## src/rtl/dm_access_ctrl.sv

```systemverilog
// -----------------------------------------------------------------------------
// dm_access_ctrl
//   Sequences every MEM-stage access to the 4 KB word-wide data memory.
//   Word loads/stores pass straight through in one cycle. Byte/halfword stores
//   become a two-cycle read-modify-write: the first cycle stalls the pipeline
//   and merges the new lane into the word read back from memory, the second
//   cycle writes the merged word. Sub-word loads are extracted and extended.
//   Range and alignment are checked before anything is written.
//
// Handshake: req_valid qualifies all req_* inputs for the current cycle. While
//   stall is high the requester holds req_* unchanged; the request is retired
//   in the first cycle where stall is low. If req_valid drops while the write
//   half of an RMW is pending, the write still completes from the captured
//   word address and merged data.
//
// Ports
//   clock, reset          rising-edge clock, asynchronous active-high reset
//   req_valid/we/size/    memory request from the MEM stage
//   signed/addr/wdata
//   stall                 hold the pipeline (RMW first cycle)
//   rdata                 extended load data, combinational
//   err_align, err_range  registered one-cycle error pulses
//   rmw_count             saturating count of completed sub-word stores
//   mem_addr/wdata/we     to the data memory
//   mem_rdata             data memory combinational read of mem_addr
//   dbg_rmw               FSM state for observation: 1 = RMW write cycle
// -----------------------------------------------------------------------------
module dm_access_ctrl #(
    parameter logic [31:0] BASE_ADDR   = 32'h1001_0000,
    parameter int          DEPTH_WORDS = 1024,
    parameter int          CNT_W       = 16
) (
    input  logic             clock,
    input  logic             reset,
    input  logic             req_valid,
    input  logic             req_we,
    input  logic [1:0]       req_size,
    input  logic             req_signed,
    input  logic [31:0]      req_addr,
    input  logic [31:0]      req_wdata,
    output logic             stall,
    output logic [31:0]      rdata,
    output logic             err_align,
    output logic             err_range,
    output logic [CNT_W-1:0] rmw_count,
    output logic [31:0]      mem_addr,
    output logic [31:0]      mem_wdata,
    output logic             mem_we,
    input  logic [31:0]      mem_rdata,
    output logic             dbg_rmw
);

    typedef enum logic {
        IDLE   = 1'b0,
        RMW_WR = 1'b1
    } state_e;

    localparam logic [1:0]  SZ_BYTE  = 2'b00;
    localparam logic [1:0]  SZ_HALF  = 2'b01;
    localparam logic [1:0]  SZ_WORD  = 2'b10;
    localparam logic [31:0] DM_BYTES = 32'(4 * DEPTH_WORDS);

    state_e           state_q, state_d;
    logic [31:0]      merge_q, merge_d;
    logic [29:0]      addr_q, addr_d;      // word address of the pending RMW
    logic [CNT_W-1:0] cnt_q, cnt_d;
    logic             err_align_q, err_align_d;
    logic             err_range_q, err_range_d;

    logic [31:0] off;
    logic        range_bad;
    logic        align_bad;
    logic [7:0]  byte_sel;
    logic [15:0] half_sel;
    logic [31:0] load_ext;
    logic [31:0] merged;

    // Unsigned compare: addresses below BASE_ADDR wrap to huge offsets.
    assign off       = req_addr - BASE_ADDR;
    assign range_bad = (off >= DM_BYTES) || (req_size == 2'b11);
    assign align_bad = ((req_size == SZ_HALF) && req_addr[0]) ||
                       ((req_size == SZ_WORD) && (req_addr[1:0] != 2'b00));

    // Little-endian lanes: lane 0 is bits [7:0], upper half is [31:16].
    assign byte_sel = 8'(mem_rdata >> {req_addr[1:0], 3'b000});
    assign half_sel = req_addr[1] ? mem_rdata[31:16] : mem_rdata[15:0];

    always_comb begin
        load_ext = 32'h0;
        case (req_size)
            SZ_BYTE: load_ext = req_signed ? {{24{byte_sel[7]}}, byte_sel}
                                           : {24'h0, byte_sel};
            SZ_HALF: load_ext = req_signed ? {{16{half_sel[15]}}, half_sel}
                                           : {16'h0, half_sel};
            default: load_ext = mem_rdata;
        endcase
    end

    always_comb begin
        merged = mem_rdata;
        if (req_size == SZ_HALF) begin
            if (req_addr[1]) merged[31:16] = req_wdata[15:0];
            else             merged[15:0]  = req_wdata[15:0];
        end else begin
            case (req_addr[1:0])
                2'd0:    merged[7:0]   = req_wdata[7:0];
                2'd1:    merged[15:8]  = req_wdata[7:0];
                2'd2:    merged[23:16] = req_wdata[7:0];
                default: merged[31:24] = req_wdata[7:0];
            endcase
        end
    end

    always_comb begin
        state_d     = state_q;
        merge_d     = merge_q;
        addr_d      = addr_q;
        cnt_d       = cnt_q;
        err_align_d = 1'b0;
        err_range_d = 1'b0;
        stall       = 1'b0;
        mem_we      = 1'b0;
        mem_wdata   = 32'h0;
        rdata       = 32'h0;
        mem_addr    = req_valid ? {req_addr[31:2], 2'b00} : 32'h0;

        case (state_q)
            IDLE: begin
                if (req_valid) begin
                    if (range_bad) begin
                        err_range_d = 1'b1;
                    end else if (align_bad) begin
                        err_align_d = 1'b1;
                    end else if (!req_we) begin
                        rdata = load_ext;
                    end else if (req_size == SZ_WORD) begin
                        mem_we    = 1'b1;
                        mem_wdata = req_wdata;
                    end else begin
                        stall   = 1'b1;
                        merge_d = merged;
                        addr_d  = req_addr[31:2];
                        state_d = RMW_WR;
                    end
                end
            end
            RMW_WR: begin
                // Uses the captured address so a dropped req_valid still
                // writes the right word.
                mem_addr  = {addr_q, 2'b00};
                mem_we    = 1'b1;
                mem_wdata = merge_q;
                if (cnt_q != {CNT_W{1'b1}}) cnt_d = cnt_q + 1'b1;
                state_d   = IDLE;
            end
            default: state_d = IDLE;
        endcase

        // Reset must never let a write or stall escape, even mid-RMW.
        if (reset) begin
            mem_we = 1'b0;
            stall  = 1'b0;
        end
    end

    always_ff @(posedge clock or posedge reset) begin
        if (reset) begin
            state_q     <= IDLE;
            merge_q     <= 32'h0;
            addr_q      <= 30'h0;
            cnt_q       <= '0;
            err_align_q <= 1'b0;
            err_range_q <= 1'b0;
        end else begin
            state_q     <= state_d;
            merge_q     <= merge_d;
            addr_q      <= addr_d;
            cnt_q       <= cnt_d;
            err_align_q <= err_align_d;
            err_range_q <= err_range_d;
        end
    end

    assign err_align = err_align_q;
    assign err_range = err_range_q;
    assign rmw_count = cnt_q;
    assign dbg_rmw   = (state_q == RMW_WR);

endmodule

```

## config.mk

```make
export PLATFORM = sky130hd
export DESIGN_NAME = dm_access_ctrl
export DESIGN_NICKNAME = d
export VERILOG_FILES = /design/src/rtl/dm_access_ctrl.sv
export SDC_FILE = /design/constraint.sdc
export NUM_CORES = 1
export LEC_CHECK = 0
export ABC_AREA = 1
export CORE_MARGIN = 1.5
export CORE_UTILIZATION = 46
export DETAILED_ROUTE_END_ITERATION = 8
export PLACE_DENSITY_LB_ADDON = 0.15
export SETUP_SLACK_MARGIN = 0.4
export SLEW_MARGIN = 30
export SYNTH_ARGS = -nofsm -noshare
export SYNTH_HDL_FRONTEND = slang
export SYNTH_SLANG_ARGS = --single-unit
```

## constraint.sdc

```tcl
create_clock -name clock -period 3.6 [get_ports clock]
set_clock_uncertainty 0.15 [all_clocks]
set_input_delay 0.72 -clock clock [delete_from_list [all_inputs] [get_ports clock]]
set_output_delay 0.72 -clock clock [all_outputs]
set_load 0.05 [all_outputs]
```

==> qor.yml <==
clock_tree:
  cts_root_buf: "clkbuf_16"
  cts.path.max_buffers: 2
  h-tree-depth: 3
  cts_buffers: 9
  path_clk_slew_ns: 0.06
  cts_tree: "built"
  cts.sinks: 81
  clkLatencyLatePin_ns: 0.35
setup_path:
  worst_path_max_delay_cell: "buf_16"
  crit_required_ns: 2.73
  crit_path_end: "rdata[8]"
  path_class: "primary input to output pin"
  r2r_slack_ns: 1.13
  r2r-start: "dbg_rmw"
  cp-start-kind: "primary input"
  critPathArrivalTime_ns: 2.42
  critical_path_buf_inv_count: 4
  path_cells: "buf_2 -> nor2_1 -> nand2_1 -> nor2_1 -> nand2_1 -> nor2_4 -> nand3_4 -> nor2_8 -> buf_12 -> nand3_4 -> buf_16 -> nor2_4 -> buf_12"
  cp_max_fo: 7
  crit_family: "simple AND/OR/NAND/NOR gates"
  r2r_cells: 6
  timing.critical_path.from: "req_addr[27]"
  reg2reg_to: "rmw_count[15]"
  worst_setup_path_end_kind: "output pin"
  path_depth: 13
  critical_path.max_stage_delay_ns: 0.20
hold_path:
  worstHoldPathType: "flip-flop to flip-flop"
timing:
  slew_headroom: 0.495
  worst_slack_ns: 0.310
  min_period_over_period: 0.914
  drv_slew: 0
  worstMarginPinSlew_ns: 0.756
  rsz0062_at_grt: "yes"
  max_freq_mhz: 304
  min_period_ns: 3.29
  finalHoldViolations: 0
  finalSetupViolations: 0
finish:
  final_cell_area_um2: 10200
  nFillCells: 879
  drive_gt1_frac: 0.264
  area_growth_pct: 69.0
  multi_input_area_um2: 3720
  seqCellArea_um2: 2030
  instances_no_fill: 1330
  final_nets: 1255
floorplan:
  die_y_um: 117
  die_x_um: 117
  initial_core_util: 0.475
  core_area_um2: 12700
  num_io_pins: 220
  die-area_um2: 13800
  row_count: 41
synth:
  seq_area_frac_synth: 0.337
  yosysWarnings: 0
  yosys_register_bits: 81
  syn-cell-area_um2: 6020
  synth_cell_type_count: 35
  syn_inst: 926
  syn_avg_cell_area_um2: 6.50
route:
  num_vias: 7533
  drtPass1Iterations: 5
  viasPerCell: 5.66
  drc: 0
  routedWlPerCell_um: 17.2
  drt_first_iter_violations: 735
  routed_wl_um: 22800
  postRouteAntennaNets: 0
global_routing:
  grt.overflow.total: 0
  grt_pass1_vias: 7203
  grt_usage: 0.321
  grt_max_degree: 64
  antenna_found_initial: 2
  grt_pass1_wl_um: 35800
power:
  p_per_area_nw_per_um2: 243
  p_leak_nw: 4.89
  max-vdd-ir-drop_mv: 0.179
place:
  dp_hpwl_um: 16000
  post-place-ws_ns: -0.0451
  io_buffers: 217
  placed_cells: 1292
  gp_congestion: 0.986
  placed_cell_area_um2: 9390
job:
  drv_cap: 0
run_status:
  outcome: "completed"
[cell families (layout without fill, tap and decap cells)]
group	Yosys count	after routing	synth area share
fa+ha+maj	1	1	0.00208
xor+xnor	13	13	0.0189
buf+inv	139	368	0.108
simple gates	526	526	0.381
compound gates	165	165	0.153
other cells	1	4	0.000623
flops	81	81	0.337
[tightest hold or removal path: cells and delay by family, from the launching register on]
family | cells | cell delay [ns]
simple gates | 1 | 0.05
flops | 1 | 0.34
buf+inv | 1 | 0.04
[layer usage]
metal | global-route usage | vias up | wire, µm
met5 | 0 | - | 0
met4 | 0.153 | 0 | 972
met3 | 0.0608 | 75 | 1880
met2 | 0.544 | 445 | 11200
met1 | 0.393 | 3506 | 8780
li1 | - | 3507 | -
[state kept, by name, indices dropped and copies added, names as in the netlist]
register	cells
err_range	1
rmw_count	16
err_align	1
addr_q	30
dbg_rmw	1
merge_q	32
[power by group]
part           switching, mW  internal [mW]
combinational          0.353          0.269
clock                  0.392          0.543
sequential          0.000115          0.911
[synth_stat cells]
| cell | n | area, µm² |
|---|---|---|
| ha_1 | 1 | 12.5 |
| nand3_1 | 36 | 180 |
| inv_2 | 2 | 7.51 |
| o21ai_0 | 92 | 460 |
| nand3_4 | 1 | 17.5 |
| nor3b_1 | 1 | 7.51 |
| a22oi_1 | 6 | 45.0 |
| nor2_2 | 13 | 81.3 |
| o21ai_1 | 3 | 15.0 |
| nand4_1 | 55 | 344 |
| dfrtp_1 | 81 | 2030 |
| buf_2 | 5 | 25.0 |
| nand4_4 | 1 | 21.3 |
| nand2_1 | 299 | 1120 |
| or2_2 | 4 | 25.0 |
| buf_4 | 3 | 22.5 |
| o22ai_1 | 30 | 188 |
| xnor2_1 | 4 | 35.0 |
| a32o_1 | 6 | 60.1 |
| buf_1 | 3 | 11.3 |
| clkinv_1 | 1 | 3.75 |
| nor3_1 | 9 | 45.0 |
| a21oi_1 | 25 | 125 |
| nor2_8 | 1 | 20.0 |
| buf_6 | 15 | 169 |
| a21oi_2 | 1 | 8.76 |
| conb_1 | 1 | 3.75 |
| xor2_1 | 9 | 78.8 |
| clkbuf_1 | 43 | 161 |
| nor3b_2 | 1 | 12.5 |
| nand3_2 | 3 | 30.0 |
| a221oi_1 | 1 | 8.76 |
| o211ai_1 | 1 | 7.51 |
| nor2_1 | 102 | 383 |
| inv_1 | 67 | 251 |
[layout by cell type (no fill, tap or decap), drive strengths merged]
cell type,count
clkinv,5
nand2,299
nor3,9
a22oi,6
dlygate4sd2,4
o21ai,95
inv,70
a221oi,1
ha,1
nor3b,2
clkdlybuf4s15,1
a32o,6
dfrtp,81
clkdlybuf4s50,92
buf,181
nor2,116
xor2,9
or2,4
xnor2,4
diode,2
nand4,56
o22ai,30
bufinv,1
clkinvlp,1
dlymetal6s2s,2
clkbuf,11
nand3,40
conb,2
a21oi,26
o211ai,1
[metrics by stage]
stage                     total power [mW]  TNS [ns]   util  hold slack, ns
after floorplan                       1.20         0      -           0.271
after global placement                1.49   -0.0510  0.741           0.295
after detailed placement              1.49    -0.285  0.741           0.302
after CTS                             2.44         0  0.785           0.318
after global routing                  2.55         0  0.802           0.329
final                                 2.47         0  0.802           0.317
[layout make-up]
type | count | area share
multi-input combinational | 707 | 0.366
timing repair buffer | 282 | 0.356
sequential | 81 | 0.200
inverter | 70 | 0.0272
clock buffer | 9 | 0.0222
tap | 172 | 0.0212
clock inverter | 7 | 0.00763
antenna | 2 | 0.000492
[timing repair]
| item | in CTS | in global routing |
|---|---|---|
| cloned | 1 | 0 |
| setup endpoints to repair | 79 | 74 |
| pin swaps | 17 | 25 |
| resized for setup | 153 | 54 |
| hold buffers | 0 | 0 |
| setup buffers | 13 | 6 |
[worst min path at each step]
stage / from / to / slack, ns / cells past startpoint
6_report: addr_q[25] / addr_q[25] / 0.32 / 2
5_1_grt: addr_q[16] / addr_q[16] / 0.33 / 2
4_1_cts: addr_q[26] / addr_q[26] / 0.32 / 2
3_5_place_dp: addr_q[26] / addr_q[26] / 0.30 / 2
3_3_place_gp: addr_q[26] / addr_q[26] / 0.29 / 2
2_1_floorplan: addr_q[14] / addr_q[14] / 0.27 / 2
No activity file was read; power rests on OpenSTA's default activity.
